--- config.mk ---
export PLATFORM = sky130hd
export DESIGN_NAME = sram_stage_sequencer
export DESIGN_NICKNAME = d
export VERILOG_FILES = /design/src/rtl/sram_stage_sequencer.sv
export SDC_FILE = /design/constraint.sdc
export NUM_CORES = 1
export LEC_CHECK = 0
export BUFFER_PORTS_ARGS = -buffer_cell sky130_fd_sc_hd__buf_2
export CAP_MARGIN = 20
export CORE_ASPECT_RATIO = 0.6
export CORE_MARGIN = 4
export CORE_UTILIZATION = 42
export CTS_CLUSTER_SIZE = 28
export DETAILED_ROUTE_END_ITERATION = 16
export GPL_ROUTABILITY_DRIVEN = 0
export PLACE_DENSITY = 0.79
export SLEW_MARGIN = 20
export SYNTH_ARGS = -nofsm -noshare
export SYNTH_HDL_FRONTEND = slang
export SYNTH_SLANG_ARGS = --single-unit
--- constraint.sdc ---
create_clock -name clk -period 3.2 [get_ports clk]
set_input_delay 0.64 -clock clk [delete_from_list [all_inputs] [get_ports clk]]
set_output_delay 0.64 -clock clk [all_outputs]
set_load 0.1 [all_outputs]
--- src/rtl/sram_stage_sequencer.sv ---
// sram_stage_sequencer: launches up to three pipeline stages in fixed order and grants the shared SRAM port to the active one
module sram_stage_sequencer #(
  parameter int AW = 18,
  parameter int DW = 16,
  parameter int TW = 24,
  parameter logic [TW-1:0] TIMEOUT = 24'd1000000
) (
  input  logic            clk,
  input  logic            reset,
  input  logic            start,
  input  logic [2:0]      stage_mask,
  output logic            done,
  output logic            busy,
  output logic            error,
  output logic [1:0]      cur_stage,
  output logic [2:0]      stage_start,
  input  logic [2:0]      stage_done,
  input  logic [3*AW-1:0] s_raddr,
  input  logic [3*AW-1:0] s_waddr,
  input  logic [3*DW-1:0] s_wdata,
  input  logic [2:0]      s_wr_enable,
  output logic [AW-1:0]   raddr,
  output logic [AW-1:0]   waddr,
  output logic [DW-1:0]   wdata,
  output logic            wr_enable
);
  typedef enum logic [2:0] {IDLE, LAUNCH, RUN, GAP, ERR, DONE} state_t;
  state_t state, state_nxt;
  logic [1:0] k, k_nxt, g, gs;
  logic [2:0] mask, mask_nxt, above;
  logic [TW-1:0] cnt, cnt_nxt;
  logic err_nxt, wd_hit, none;
  function automatic logic [1:0] lowest(input logic [2:0] v);
    return v[0] ? 2'd0 : v[1] ? 2'd1 : 2'd2;
  endfunction
  // enabled stages strictly after the current one
  assign above = mask & (3'b110 << k);
  assign wd_hit = (TIMEOUT != '0) && (cnt == TIMEOUT - TW'(1));
  always_ff @(posedge clk or posedge reset)
    if (reset) begin
      state <= IDLE;
      k     <= '0;
      mask  <= '0;
      cnt   <= '0;
      error <= 1'b0;
    end else begin
      state <= state_nxt;
      k     <= k_nxt;
      mask  <= mask_nxt;
      cnt   <= cnt_nxt;
      error <= err_nxt;
    end
  always_comb begin
    state_nxt = state;
    k_nxt     = k;
    mask_nxt  = mask;
    cnt_nxt   = cnt;
    err_nxt   = error;
    case (state)
      IDLE: if (start) begin
        mask_nxt  = stage_mask;
        err_nxt   = 1'b0;
        state_nxt = |stage_mask ? LAUNCH : DONE;
        k_nxt     = |stage_mask ? lowest(stage_mask) : k;
      end
      LAUNCH: begin
        cnt_nxt   = '0;
        state_nxt = RUN;
      end
      RUN: begin
        state_nxt = stage_done[k] ? GAP : wd_hit ? ERR : RUN;
        cnt_nxt   = (stage_done[k] || wd_hit) ? cnt : cnt + 1'b1;
      end
      GAP: begin
        state_nxt = |above ? LAUNCH : DONE;
        k_nxt     = |above ? lowest(above) : k;
      end
      ERR: begin
        err_nxt   = 1'b1;
        state_nxt = DONE;
      end
      DONE:    state_nxt = IDLE;
      default: state_nxt = IDLE;
    endcase
  end
  assign g           = (state == LAUNCH || state == RUN) ? k : 2'd3;
  assign none        = &g;
  assign gs          = none ? 2'd0 : g;
  assign cur_stage   = g;
  assign done        = state == DONE;
  assign busy        = state != IDLE;
  assign stage_start = (state == LAUNCH) ? 3'b001 << k : 3'b000;
  assign raddr       = none ? '0 : s_raddr[gs*AW +: AW];
  assign waddr       = none ? '0 : s_waddr[gs*AW +: AW];
  assign wdata       = none ? '0 : s_wdata[gs*DW +: DW];
  assign wr_enable   = !none && s_wr_enable[gs];
endmodule

==> results of run 1 <==
[state kept, by name (all words and copies together) (netlist names)]
signal	flops
state	3
cnt	24
k	2
mask	2
error	1
[kinds of logic after synthesis]
| kind of cell | count (synthesis) | synth area share, % |
|---|---|---|
| AND/OR/NAND/NOR | 212 | 31.5 |
| AO/OA/AOI/OAI | 87 | 15.7 |
| multiplexers | 56 | 18.0 |
| buffers and inverters | 38 | 4.84 |
| flip-flops | 32 | 25.6 |
| XOR/XNOR | 14 | 3.92 |
| adder cells (fa/ha/maj) | 1 | 0.400 |
[metrics by stage]
| stage | hold WS, ps | instances |
|---|---|---|
| detailed placement | 489 | 753 |
| finish | 465 | 761 |
| floorplan | 473 | 440 |
| CTS | 486 | 761 |
| global placement | 483 | 753 |
| global route | 517 | 761 |
[routing by layer]
layer  vias up  GRT usage, %  part of all wire (%)
met5         -             0                     0
met4         0          6.98                   2.2
met3        27          6.01                   8.2
met2       231          48.5                    49
met1      1955          36.1                    40
li1       1964             -                     -
[layout by cell type, fill, tap and decap left out, types with 5 or more instances in the layout]
| cell type | count |
|---|---|
| sky130_fd_sc_hd__buf_2 | 174 |
| sky130_fd_sc_hd__nor2_1 | 104 |
| sky130_fd_sc_hd__a21oi_1 | 64 |
| sky130_fd_sc_hd__mux2i_1 | 54 |
| sky130_fd_sc_hd__buf_12 | 54 |
| sky130_fd_sc_hd__dfrtp_1 | 30 |
| sky130_fd_sc_hd__nor2_2 | 26 |
| sky130_fd_sc_hd__nand2_1 | 19 |
| sky130_fd_sc_hd__xnor2_1 | 14 |
| sky130_fd_sc_hd__nand3_1 | 11 |
| sky130_fd_sc_hd__buf_4 | 11 |
| sky130_fd_sc_hd__inv_1 | 8 |
| sky130_fd_sc_hd__nor3_1 | 8 |
| sky130_fd_sc_hd__nor4_1 | 7 |
| sky130_fd_sc_hd__clkbuf_16 | 5 |
[cell type report]
class	instances	area, um2	area share, %
Multi-Input combinational cell	370	2270	41.9
Timing Repair Buffer	239	2030	37.6
Sequential cell	32	806	14.9
Clock buffer	7	133	2.45
Tap cell	104	130	2.41
Inverter	8	30.0	0.556
Clock inverter	1	5.00	0.0926
[how the worst min path moves through the flow]
| stage | from | end | cells past startpoint |
|---|---|---|---|
| finish | reset | error | 2 |
| floorplan | mask[1] | mask[1] | 1 |
| detailed placement | mask[1] | mask[1] | 1 |
| global route | reset | error | 2 |
| global placement | mask[1] | mask[1] | 1 |
| CTS | reset | error | 2 |
==> impl_metrics.xml, run 1 <==
<?xml version="1.0" encoding="UTF-8"?>
<metrics>
  <group name="global_route">
    <metric name="vias_in_the_first_global_route" unit="">3918</metric>
    <metric name="antenna_violations_before_repair" unit="">0</metric>
    <metric name="grt_start_max_net_pins" unit="">61</metric>
    <metric name="grt_first_pass_wirelength" unit="um">20000</metric>
    <metric name="globalRoute.totalOverflow" unit="">0</metric>
    <metric name="global_route_total_usage_across_every_layer" unit="%">27.8</metric>
  </group>
  <group name="cts">
    <metric name="cts_tree" unit="">yes</metric>
    <metric name="cts_max_path_buffers" unit="">2</metric>
    <metric name="clock_tree.root_cell" unit="">sky130_fd_sc_hd__clkbuf_16</metric>
    <metric name="worstSkewPairLatency" unit="ps">280</metric>
    <metric name="htreeDepth" unit="">2</metric>
    <metric name="cts_hold_repair.buffers" unit="">0</metric>
    <metric name="worst_setup_hold_path_clk_slew" unit="ps">50</metric>
    <metric name="cts_made_buffers" unit="">5</metric>
    <metric name="cts.sinks" unit="">32</metric>
    <metric name="cts_resized" unit="">0</metric>
    <metric name="cts_post_setup_buffers_inserted" unit="">0</metric>
  </group>
  <group name="cells_and_area">
    <metric name="area_delta_synth_final" unit="%">72.9</metric>
    <metric name="fin_area" unit="um2">5410</metric>
    <metric name="antenna-diode-count" unit="">0</metric>
    <metric name="final_util" unit="%">74.7</metric>
    <metric name="nets" unit="">825</metric>
    <metric name="n_fill_cell" unit="">504</metric>
    <metric name="final_layout_size_suffix_gt1_share" unit="%">44.1</metric>
  </group>
  <group name="timing">
    <metric name="report.final.hold_viol_count" unit="">0</metric>
    <metric name="clock-skew-final" unit="ps">3.02</metric>
    <metric name="share_of_the_cycle_needed_by_the_critical_path_after_routing" unit="%">94.7</metric>
    <metric name="layout_min_cycle_time" unit="ps">3030</metric>
    <metric name="timing.max_slew.rel_slack" unit="%">47.9</metric>
    <metric name="fmax_achieved" unit="MHz">330</metric>
    <metric name="tns" unit="ps">0</metric>
    <metric name="final.setup.worst_slack" unit="ps">170</metric>
    <metric name="max_slew.worst_pin.slew" unit="ps">774</metric>
    <metric name="finalMaxSlewViolations" unit="">0</metric>
    <metric name="rsz_0062_raised_after_global_routing" unit="">no</metric>
    <metric name="setup_viol" unit="">0</metric>
  </group>
  <group name="synthesis">
    <metric name="number_of_enable_type_register_cells_in_the_synthesized_netlist" unit="">0</metric>
    <metric name="postSynth.asyncResetShare" unit="%">100</metric>
    <metric name="synth_warnings" unit="">0</metric>
    <metric name="yosysMostFrequentCell" unit="">sky130_fd_sc_hd__nor2_1</metric>
    <metric name="mapped_cell_area" unit="um2">3130</metric>
    <metric name="synth-seq-area-share" unit="%">25.6</metric>
    <metric name="yosys.area.top_type" unit="">sky130_fd_sc_hd__dfrtp_1</metric>
    <metric name="post_synth_most_frequent_cells" unit="">sky130_fd_sc_hd__nor2_1, sky130_fd_sc_hd__a21oi_1, sky130_fd_sc_hd__mux2i_1, sky130_fd_sc_hd__dfrtp_1, sky130_fd_sc_hd__nand2_1</metric>
    <metric name="yosys_most_used_dff" unit="">sky130_fd_sc_hd__dfrtp_1</metric>
    <metric name="yosysTopAreaCellShare" unit="%">25.6</metric>
    <metric name="ys_ff_latch" unit="">32</metric>
    <metric name="synth.avg_cell_area" unit="um2">7.10</metric>
    <metric name="synthDistinctLibCells" unit="">45</metric>
    <metric name="synthesis.nets" unit="">609</metric>
    <metric name="post_synthesis_cell_count" unit="">440</metric>
    <metric name="post_synth_main_area_contributors" unit="">sky130_fd_sc_hd__dfrtp_1, sky130_fd_sc_hd__mux2i_1, sky130_fd_sc_hd__nor2_1</metric>
  </group>
  <group name="critical_path">
    <metric name="cp.buffers_inverters" unit="">2</metric>
    <metric name="timing.critical_path.to_type" unit="">primary output</metric>
    <metric name="critical_path_class" unit="">reg2out</metric>
    <metric name="crit_path_frequent_cell" unit="">sky130_fd_sc_hd__nor2_1</metric>
    <metric name="cp_top_family" unit="">buffers and inverters</metric>
    <metric name="cp.arrival" unit="ps">2390</metric>
    <metric name="cp_cell_sequence" unit="">buf_4 &gt; mux2i_1 &gt; nor2_1 &gt; a21oi_1 &gt; nor2_1 &gt; buf_12</metric>
    <metric name="worstSetupStartpointType" unit="">register</metric>
    <metric name="worstSetupPathDepth" unit="">6</metric>
    <metric name="worstSetupEndpoint" unit="">wr_enable</metric>
    <metric name="critPathLaunch" unit="">k[0]</metric>
    <metric name="cp_slowest_stage_delay" unit="ps">660</metric>
    <metric name="critPathSlowestCell" unit="">sky130_fd_sc_hd__dfrtp_4</metric>
    <metric name="setup.reg_to_reg.worst_slack" unit="ps">490</metric>
    <metric name="reg2reg_depth" unit="">6</metric>
    <metric name="critical_path.reg2reg.startpoint" unit="">state[0]</metric>
    <metric name="reg2reg_to" unit="">cnt[18]</metric>
    <metric name="cp_max_fanout" unit="">38</metric>
    <metric name="cp.required" unit="ps">2560</metric>
  </group>
  <group name="place">
    <metric name="place.detailed.hpwl" unit="um">10900</metric>
    <metric name="placement.io_buffers" unit="">228</metric>
    <metric name="detailed_place.area" unit="um2">5270</metric>
    <metric name="dp_worst_setup_slack" unit="ps">472</metric>
  </group>
  <group name="drt">
    <metric name="drt_iter0_drc" unit="">271</metric>
    <metric name="antenna_left" unit="">0</metric>
    <metric name="number_of_vias_in_the_routed_layout" unit="">4177</metric>
    <metric name="average_wire_length_per_cell_after_detail_routing" unit="um">17.7</metric>
    <metric name="firstDrtPassIters" unit="">6</metric>
    <metric name="drt-vias-per-instance" unit="">5.49</metric>
    <metric name="route.detailed.drc" unit="">0</metric>
    <metric name="drt-total-wl" unit="um">13500</metric>
  </group>
  <group name="run_status">
    <metric name="result_of_the_run" unit="">finished, final reports clean</metric>
  </group>
  <group name="floorplan">
    <metric name="boundaryPins" unit="">229</metric>
    <metric name="fp.dieArea" unit="um2">8930</metric>
    <metric name="die_height" unit="um">74.8</metric>
    <metric name="std_cell_rows" unit="">24</metric>
    <metric name="initial_cell_density_of_the_core" unit="%">43.2</metric>
    <metric name="fp.coreArea" unit="um2">7240</metric>
    <metric name="die_span_in_x" unit="um">119</metric>
  </group>
  <group name="flow_run">
    <metric name="number_of_violations_of_the_max_capacitance_limit" unit="">0</metric>
  </group>
  <group name="hold_path">
    <metric name="min-delay-path-class" unit="">in2async</metric>
  </group>
</metrics>
Power of run 1 is left out: the tool's default activity adds up to more than one toggle a clock period on the data nets, which glitch-free logic cannot reach.
==> run 2: changes to the inputs <==
--- a/config.mk
+++ b/config.mk
@@ -5,15 +5,18 @@
 export SDC_FILE = /design/constraint.sdc
 export NUM_CORES = 1
 export LEC_CHECK = 0
+export ABC_CLOCK_PERIOD_IN_PS = 3200
 export BUFFER_PORTS_ARGS = -buffer_cell sky130_fd_sc_hd__buf_2
 export CAP_MARGIN = 20
+export CELL_PAD_IN_SITES_DETAIL_PLACEMENT = 0
+export CELL_PAD_IN_SITES_GLOBAL_PLACEMENT = 2
 export CORE_ASPECT_RATIO = 0.6
 export CORE_MARGIN = 4
-export CORE_UTILIZATION = 42
+export CORE_UTILIZATION = 20
 export CTS_CLUSTER_SIZE = 28
 export DETAILED_ROUTE_END_ITERATION = 16
 export GPL_ROUTABILITY_DRIVEN = 0
-export PLACE_DENSITY = 0.79
+export PLACE_DENSITY = 0.78
 export SLEW_MARGIN = 20
 export SYNTH_ARGS = -nofsm -noshare
 export SYNTH_HDL_FRONTEND = slang
==> impl_metrics.xml, run 2 (same netlist as run 1, synthesis figures left out) <==
<?xml version="1.0" encoding="UTF-8"?>
<metrics>
  <group name="run_status">
    <metric name="result_of_the_run" unit="">finished, final reports clean</metric>
  </group>
  <group name="global_route">
    <metric name="antenna_violations_before_repair" unit="">0</metric>
    <metric name="grt_first_pass_wirelength" unit="um">20200</metric>
    <metric name="grt_start_max_net_pins" unit="">52</metric>
    <metric name="vias_in_the_first_global_route" unit="">3911</metric>
    <metric name="global_route_total_usage_across_every_layer" unit="%">14.1</metric>
    <metric name="globalRoute.totalOverflow" unit="">0</metric>
  </group>
  <group name="critical_path">
    <metric name="cp_cell_sequence" unit="">nor2b_1 &gt; o21ai_4 &gt; buf_4 &gt; nor2_1 &gt; buf_12</metric>
    <metric name="cp.required" unit="ps">2560</metric>
    <metric name="reg2reg_depth" unit="">5</metric>
    <metric name="setup.reg_to_reg.worst_slack" unit="ps">640</metric>
    <metric name="cp_slowest_stage_delay" unit="ps">570</metric>
    <metric name="timing.critical_path.to_type" unit="">primary output</metric>
    <metric name="critical_path.reg2reg.startpoint" unit="">cnt[3]</metric>
    <metric name="critPathSlowestCell" unit="">sky130_fd_sc_hd__buf_4</metric>
    <metric name="cp_max_fanout" unit="">51</metric>
    <metric name="cp.arrival" unit="ps">2210</metric>
    <metric name="worstSetupStartpointType" unit="">register</metric>
    <metric name="reg2reg_to" unit="">cnt[15]</metric>
    <metric name="critical_path_class" unit="">reg2out</metric>
  </group>
  <group name="drt">
    <metric name="met3RoutedLength" unit="um">831</metric>
    <metric name="average_wire_length_per_cell_after_detail_routing" unit="um">15.3</metric>
    <metric name="firstDrtPassIters" unit="">4</metric>
    <metric name="drt-vias-per-instance" unit="">4.55</metric>
    <metric name="drt-met1-wl" unit="um">6220</metric>
    <metric name="drt-total-wl" unit="um">13200</metric>
    <metric name="met2WireLength" unit="um">5970</metric>
    <metric name="antenna_left" unit="">0</metric>
    <metric name="number_of_vias_in_the_routed_layout" unit="">3915</metric>
    <metric name="top_layer" unit="">met4</metric>
    <metric name="drt_iter0_drc" unit="">214</metric>
    <metric name="route.detailed.drc" unit="">0</metric>
  </group>
  <group name="place">
    <metric name="placement.io_buffers" unit="">228</metric>
    <metric name="dp_worst_setup_slack" unit="ps">602</metric>
    <metric name="place.detailed.hpwl" unit="um">10600</metric>
    <metric name="detailed_place.area" unit="um2">5410</metric>
  </group>
  <group name="timing">
    <metric name="final.setup.worst_slack" unit="ps">347</metric>
    <metric name="share_of_the_cycle_needed_by_the_critical_path_after_routing" unit="%">89.2</metric>
    <metric name="fmax_achieved" unit="MHz">350</metric>
    <metric name="rsz_0062_raised_after_global_routing" unit="">no</metric>
    <metric name="finalMaxSlewViolations" unit="">0</metric>
    <metric name="max_slew.worst_pin.slew" unit="ps">712</metric>
    <metric name="timing.max_slew.rel_slack" unit="%">52.1</metric>
    <metric name="clock-skew-final" unit="ps">6.97</metric>
    <metric name="setup_viol" unit="">0</metric>
    <metric name="report.final.hold_viol_count" unit="">0</metric>
    <metric name="layout_min_cycle_time" unit="ps">2850</metric>
    <metric name="tns" unit="ps">0</metric>
  </group>
  <group name="cells_and_area">
    <metric name="flip_flop_count_of_the_largest_register_all_copies_and_words_added" unit="">24</metric>
    <metric name="final_util" unit="%">36.2</metric>
    <metric name="antenna-diode-count" unit="">0</metric>
    <metric name="n_fill_cell" unit="">1630</metric>
    <metric name="layout_common_cells" unit="">sky130_fd_sc_hd__buf_2, sky130_fd_sc_hd__nor2_1, sky130_fd_sc_hd__a21oi_1</metric>
    <metric name="nets" unit="">826</metric>
    <metric name="layout.cells.most_common" unit="">sky130_fd_sc_hd__buf_2</metric>
    <metric name="reg.largest.list" unit="">cnt: 24 flops, state: 3 flops</metric>
    <metric name="final_layout_size_suffix_gt1_share" unit="%">44.3</metric>
    <metric name="area_delta_synth_final" unit="%">77.4</metric>
    <metric name="max_flop_register" unit="">cnt</metric>
    <metric name="fin_area" unit="um2">5550</metric>
  </group>
  <group name="floorplan">
    <metric name="die_height" unit="um">105</metric>
    <metric name="initial_cell_density_of_the_core" unit="%">20.4</metric>
    <metric name="fp.dieArea" unit="um2">17800</metric>
    <metric name="std_cell_rows" unit="">35</metric>
    <metric name="boundaryPins" unit="">229</metric>
    <metric name="die_span_in_x" unit="um">169</metric>
    <metric name="fp.coreArea" unit="um2">15300</metric>
  </group>
  <group name="cts">
    <metric name="cts_hold_repair.buffers" unit="">0</metric>
    <metric name="cts_resized" unit="">0</metric>
    <metric name="cts_tree" unit="">yes</metric>
    <metric name="cts.sinks" unit="">32</metric>
    <metric name="cts_post_setup_buffers_inserted" unit="">0</metric>
    <metric name="cts_made_buffers" unit="">5</metric>
    <metric name="worstSkewPairLatency" unit="ps">280</metric>
    <metric name="htreeDepth" unit="">2</metric>
    <metric name="clock_tree.root_cell" unit="">sky130_fd_sc_hd__clkbuf_16</metric>
    <metric name="cts_max_path_buffers" unit="">2</metric>
    <metric name="worst_setup_hold_path_clk_slew" unit="ps">50</metric>
  </group>
  <group name="flow_run">
    <metric name="number_of_violations_of_the_max_capacitance_limit" unit="">0</metric>
  </group>
  <group name="hold_path">
    <metric name="min-delay-path-class" unit="">in2async</metric>
  </group>
</metrics>
-- run 2: cell type report --
cell class	instances	area, um2	share of cell area, %
timing repair buffer	240	2050	37.0
clock inverter	1	5.00	0.0903
inverter	8	30.0	0.542
tap	203	254	4.58
multi-input combinational	370	2270	40.9
sequential	32	806	14.5
clock buffer	6	129	2.32
-- run 2: metal layers --
metal,vias up,track usage (%)
met4,0,2.70
met3,14,3.36
li1,1957,-
met2,134,22.3
met5,-,0
met1,1810,19.7
-- run 2: how the worst max path moves through the flow --
stage	start	endpoint	slack, ps	cells after the start
floorplan	k[0]	stage_start[1]	-70	4
global placement	stage_done[1]	cnt[20]	660	7
detailed placement	state[0]	waddr[3]	600	5
CTS	state[0]	waddr[3]	290	5
global route	state[0]	waddr[0]	180	5
finish	state[0]	waddr[3]	350	5
-- run 2: worst max-delay path, delay by kind of cell, from the launching register on --
family / cells / cell delay [ps]
buf+inv: 2 / 790
simple gates: 2 / 440
compound gates: 1 / 230
flops: 1 / 450
-- run 2: metrics by stage --
stage,hold WS [ps],instances
6_report,438,860
5_1_grt,508,860
4_1_cts,466,860
3_5_place_dp,489,853
3_3_place_gp,485,853
2_1_floorplan,473,440
Power of run 2 is left out for the same reason.
==> run 3: changes to the inputs <==
--- a/config.mk
+++ b/config.mk
@@ -5,18 +5,18 @@
 export SDC_FILE = /design/constraint.sdc
 export NUM_CORES = 1
 export LEC_CHECK = 0
-export ABC_CLOCK_PERIOD_IN_PS = 3200
+export ABC_CLOCK_PERIOD_IN_PS = 2550
 export BUFFER_PORTS_ARGS = -buffer_cell sky130_fd_sc_hd__buf_2
 export CAP_MARGIN = 20
 export CELL_PAD_IN_SITES_DETAIL_PLACEMENT = 0
 export CELL_PAD_IN_SITES_GLOBAL_PLACEMENT = 2
 export CORE_ASPECT_RATIO = 0.6
 export CORE_MARGIN = 4
-export CORE_UTILIZATION = 20
+export CORE_UTILIZATION = 18
 export CTS_CLUSTER_SIZE = 28
 export DETAILED_ROUTE_END_ITERATION = 16
 export GPL_ROUTABILITY_DRIVEN = 0
-export PLACE_DENSITY = 0.78
+export PLACE_DENSITY = 0.74
 export SLEW_MARGIN = 20
 export SYNTH_ARGS = -nofsm -noshare
 export SYNTH_HDL_FRONTEND = slang
==> constraint.sdc (replaced) <==
create_clock -name clk -period 2.55 [get_ports clk]
set_input_delay 0.51 -clock clk [delete_from_list [all_inputs] [get_ports clk]]
set_output_delay 0.51 -clock clk [all_outputs]
set_load 0.1 [all_outputs]
==> impl_metrics.xml, run 3 (same netlist as run 1, synthesis figures left out) <==
<?xml version="1.0" encoding="UTF-8"?>
<metrics>
  <group name="cts">
    <metric name="cts_made_buffers" unit="">5</metric>
    <metric name="worst_setup_hold_path_clk_slew" unit="ps">60</metric>
    <metric name="cts.sinks" unit="">32</metric>
    <metric name="worstSkewPairLatency" unit="ps">290</metric>
    <metric name="cts_max_path_buffers" unit="">2</metric>
    <metric name="cts_tree" unit="">yes</metric>
    <metric name="htreeDepth" unit="">2</metric>
    <metric name="cts_post_setup_buffers_inserted" unit="">0</metric>
    <metric name="clock_tree.root_cell" unit="">sky130_fd_sc_hd__clkbuf_16</metric>
    <metric name="cts_hold_repair.buffers" unit="">0</metric>
  </group>
  <group name="critical_path">
    <metric name="critical_path_class" unit="">reg2out</metric>
    <metric name="cp.required" unit="ps">2040</metric>
    <metric name="setup.reg_to_reg.worst_slack" unit="ps">90</metric>
    <metric name="worstSetupStartpointType" unit="">register</metric>
    <metric name="timing.critical_path.to_type" unit="">primary output</metric>
    <metric name="cp_max_fanout" unit="">28</metric>
    <metric name="cp.arrival" unit="ps">2010</metric>
  </group>
  <group name="hold_path">
    <metric name="min-delay-path-class" unit="">in2async</metric>
  </group>
  <group name="place">
    <metric name="placement.io_buffers" unit="">228</metric>
    <metric name="place.detailed.hpwl" unit="um">11500</metric>
    <metric name="detailed_place.area" unit="um2">5880</metric>
  </group>
  <group name="cells_and_area">
    <metric name="reg.largest.list" unit="">cnt: 24 flops, state: 3 flops</metric>
    <metric name="layout.cells.most_common" unit="">sky130_fd_sc_hd__buf_2</metric>
    <metric name="final_layout_size_suffix_gt1_share" unit="%">48.7</metric>
    <metric name="antenna-diode-count" unit="">0</metric>
    <metric name="fin_area" unit="um2">6030</metric>
    <metric name="area_delta_synth_final" unit="%">93.1</metric>
    <metric name="flip_flop_count_of_the_largest_register_all_copies_and_words_added" unit="">24</metric>
    <metric name="final_util" unit="%">36.3</metric>
    <metric name="layout_common_cells" unit="">sky130_fd_sc_hd__buf_2, sky130_fd_sc_hd__nor2_1, sky130_fd_sc_hd__a21oi_1</metric>
    <metric name="max_flop_register" unit="">cnt</metric>
    <metric name="nets" unit="">838</metric>
  </group>
  <group name="drt">
    <metric name="route.detailed.drc" unit="">0</metric>
    <metric name="average_wire_length_per_cell_after_detail_routing" unit="um">15.6</metric>
    <metric name="firstDrtPassIters" unit="">4</metric>
    <metric name="number_of_vias_in_the_routed_layout" unit="">3993</metric>
    <metric name="drt-total-wl" unit="um">14000</metric>
    <metric name="drt-vias-per-instance" unit="">4.45</metric>
    <metric name="drt_iter0_drc" unit="">183</metric>
    <metric name="antenna_left" unit="">0</metric>
  </group>
  <group name="floorplan">
    <metric name="initial_cell_density_of_the_core" unit="%">18.8</metric>
    <metric name="boundaryPins" unit="">229</metric>
    <metric name="die_height" unit="um">110</metric>
    <metric name="fp.coreArea" unit="um2">16600</metric>
    <metric name="std_cell_rows" unit="">36</metric>
    <metric name="die_span_in_x" unit="um">178</metric>
    <metric name="fp.dieArea" unit="um2">19600</metric>
  </group>
  <group name="timing">
    <metric name="fmax_achieved" unit="MHz">397</metric>
    <metric name="clock-skew-final" unit="ps">8.29</metric>
    <metric name="share_of_the_cycle_needed_by_the_critical_path_after_routing" unit="%">98.7</metric>
    <metric name="layout_min_cycle_time" unit="ps">2520</metric>
    <metric name="finalMaxSlewViolations" unit="">0</metric>
    <metric name="max_slew.worst_pin.slew" unit="ps">585</metric>
    <metric name="setup_viol" unit="">0</metric>
    <metric name="report.final.hold_viol_count" unit="">0</metric>
    <metric name="rsz_0062_raised_after_global_routing" unit="">yes</metric>
    <metric name="timing.max_slew.rel_slack" unit="%">60.4</metric>
  </group>
  <group name="global_route">
    <metric name="grt_first_pass_wirelength" unit="um">21200</metric>
    <metric name="grt_start_max_net_pins" unit="">55</metric>
    <metric name="global_route_total_usage_across_every_layer" unit="%">13.5</metric>
    <metric name="vias_in_the_first_global_route" unit="">3902</metric>
    <metric name="globalRoute.totalOverflow" unit="">0</metric>
    <metric name="antenna_violations_before_repair" unit="">0</metric>
  </group>
  <group name="flow_run">
    <metric name="number_of_violations_of_the_max_capacitance_limit" unit="">0</metric>
  </group>
  <group name="run_status">
    <metric name="result_of_the_run" unit="">finished, final reports clean</metric>
  </group>
</metrics>
## run 3: cell types whose count changed in the layout (fill, tap and decap cells not counted), sizes merged
cell and change:
clkinv +1, buf +12
## run 3: through the flow
stage | worst slack (ps) | cells | TNS, ps | hold WS, ps
finish | 32.8 | 898 | 0 | 309
global route | -75.5 | 898 | -461 | 384
CTS | 4.44 | 898 | 0 | 327
detailed placement | 91.5 | 890 | 0 | 492
global placement | 162 | 890 | 0 | 481
floorplan | -450 | 440 | -6340 | 473
## run 3: path summary, 6_finish.rpt
| path | startpoint | to | cells past startpoint |
|---|---|---|---|
| setup / recovery | state[0] | waddr[17] | 6 |
| hold / removal | reset | cnt[18] | 3 |
| setup reg to reg | cnt[15] | cnt[15] | 6 |
| hold reg to reg | error | error | 1 |
| max in group asynchronous | reset | k[0] | 3 |
| min in group clk | stage_mask[2] | mask[2] | 2 |
## run 3: what timing repair did
| action | 4_1_cts | 5_1_grt |
|---|---|---|
| setup endpoints to repair | 3 | 24 |
| pin swaps | 1 | 0 |
| cloned | 0 | 0 |
| gates resized for setup | 1 | 1 |
## run 3: layer usage
| layer | share of wire (%) | vias to the layer above | global-route usage, % | wire, um |
|---|---|---|---|---|
| met4 | 1.2 | 0 | 2.59 | 167 |
| met3 | 9.3 | 11 | 3.51 | 1300 |
| met1 | 46 | 1831 | 19.4 | 6360 |
| met2 | 44 | 165 | 20.5 | 6130 |
| li1 | - | 1986 | - | - |
| met5 | 0 | - | 0 | 0 |
## run 3: final cells by class
| cell class | instances | area, um2 |
|---|---|---|
| repair buffers | 252 | 2230 |
| multi-input cells | 370 | 2530 |
| clock buffers | 6 | 139 |
| fillers | 1712 | 10600 |
| flip-flops and latches | 32 | 807 |
| clock inverters | 2 | 10.0 |
| well taps | 228 | 285 |
| inverters | 8 | 30.0 |
## run 3: worst max-delay path: stages (launching register included)
cell	delay (ps)
sky130_fd_sc_hd__dfrtp_1	460
sky130_fd_sc_hd__nor2b_1	170
sky130_fd_sc_hd__buf_4	150
sky130_fd_sc_hd__o21ai_4	250
sky130_fd_sc_hd__buf_12	320
sky130_fd_sc_hd__nor2_1	140
sky130_fd_sc_hd__buf_12	190
Power of run 3 is left out for the same reason.
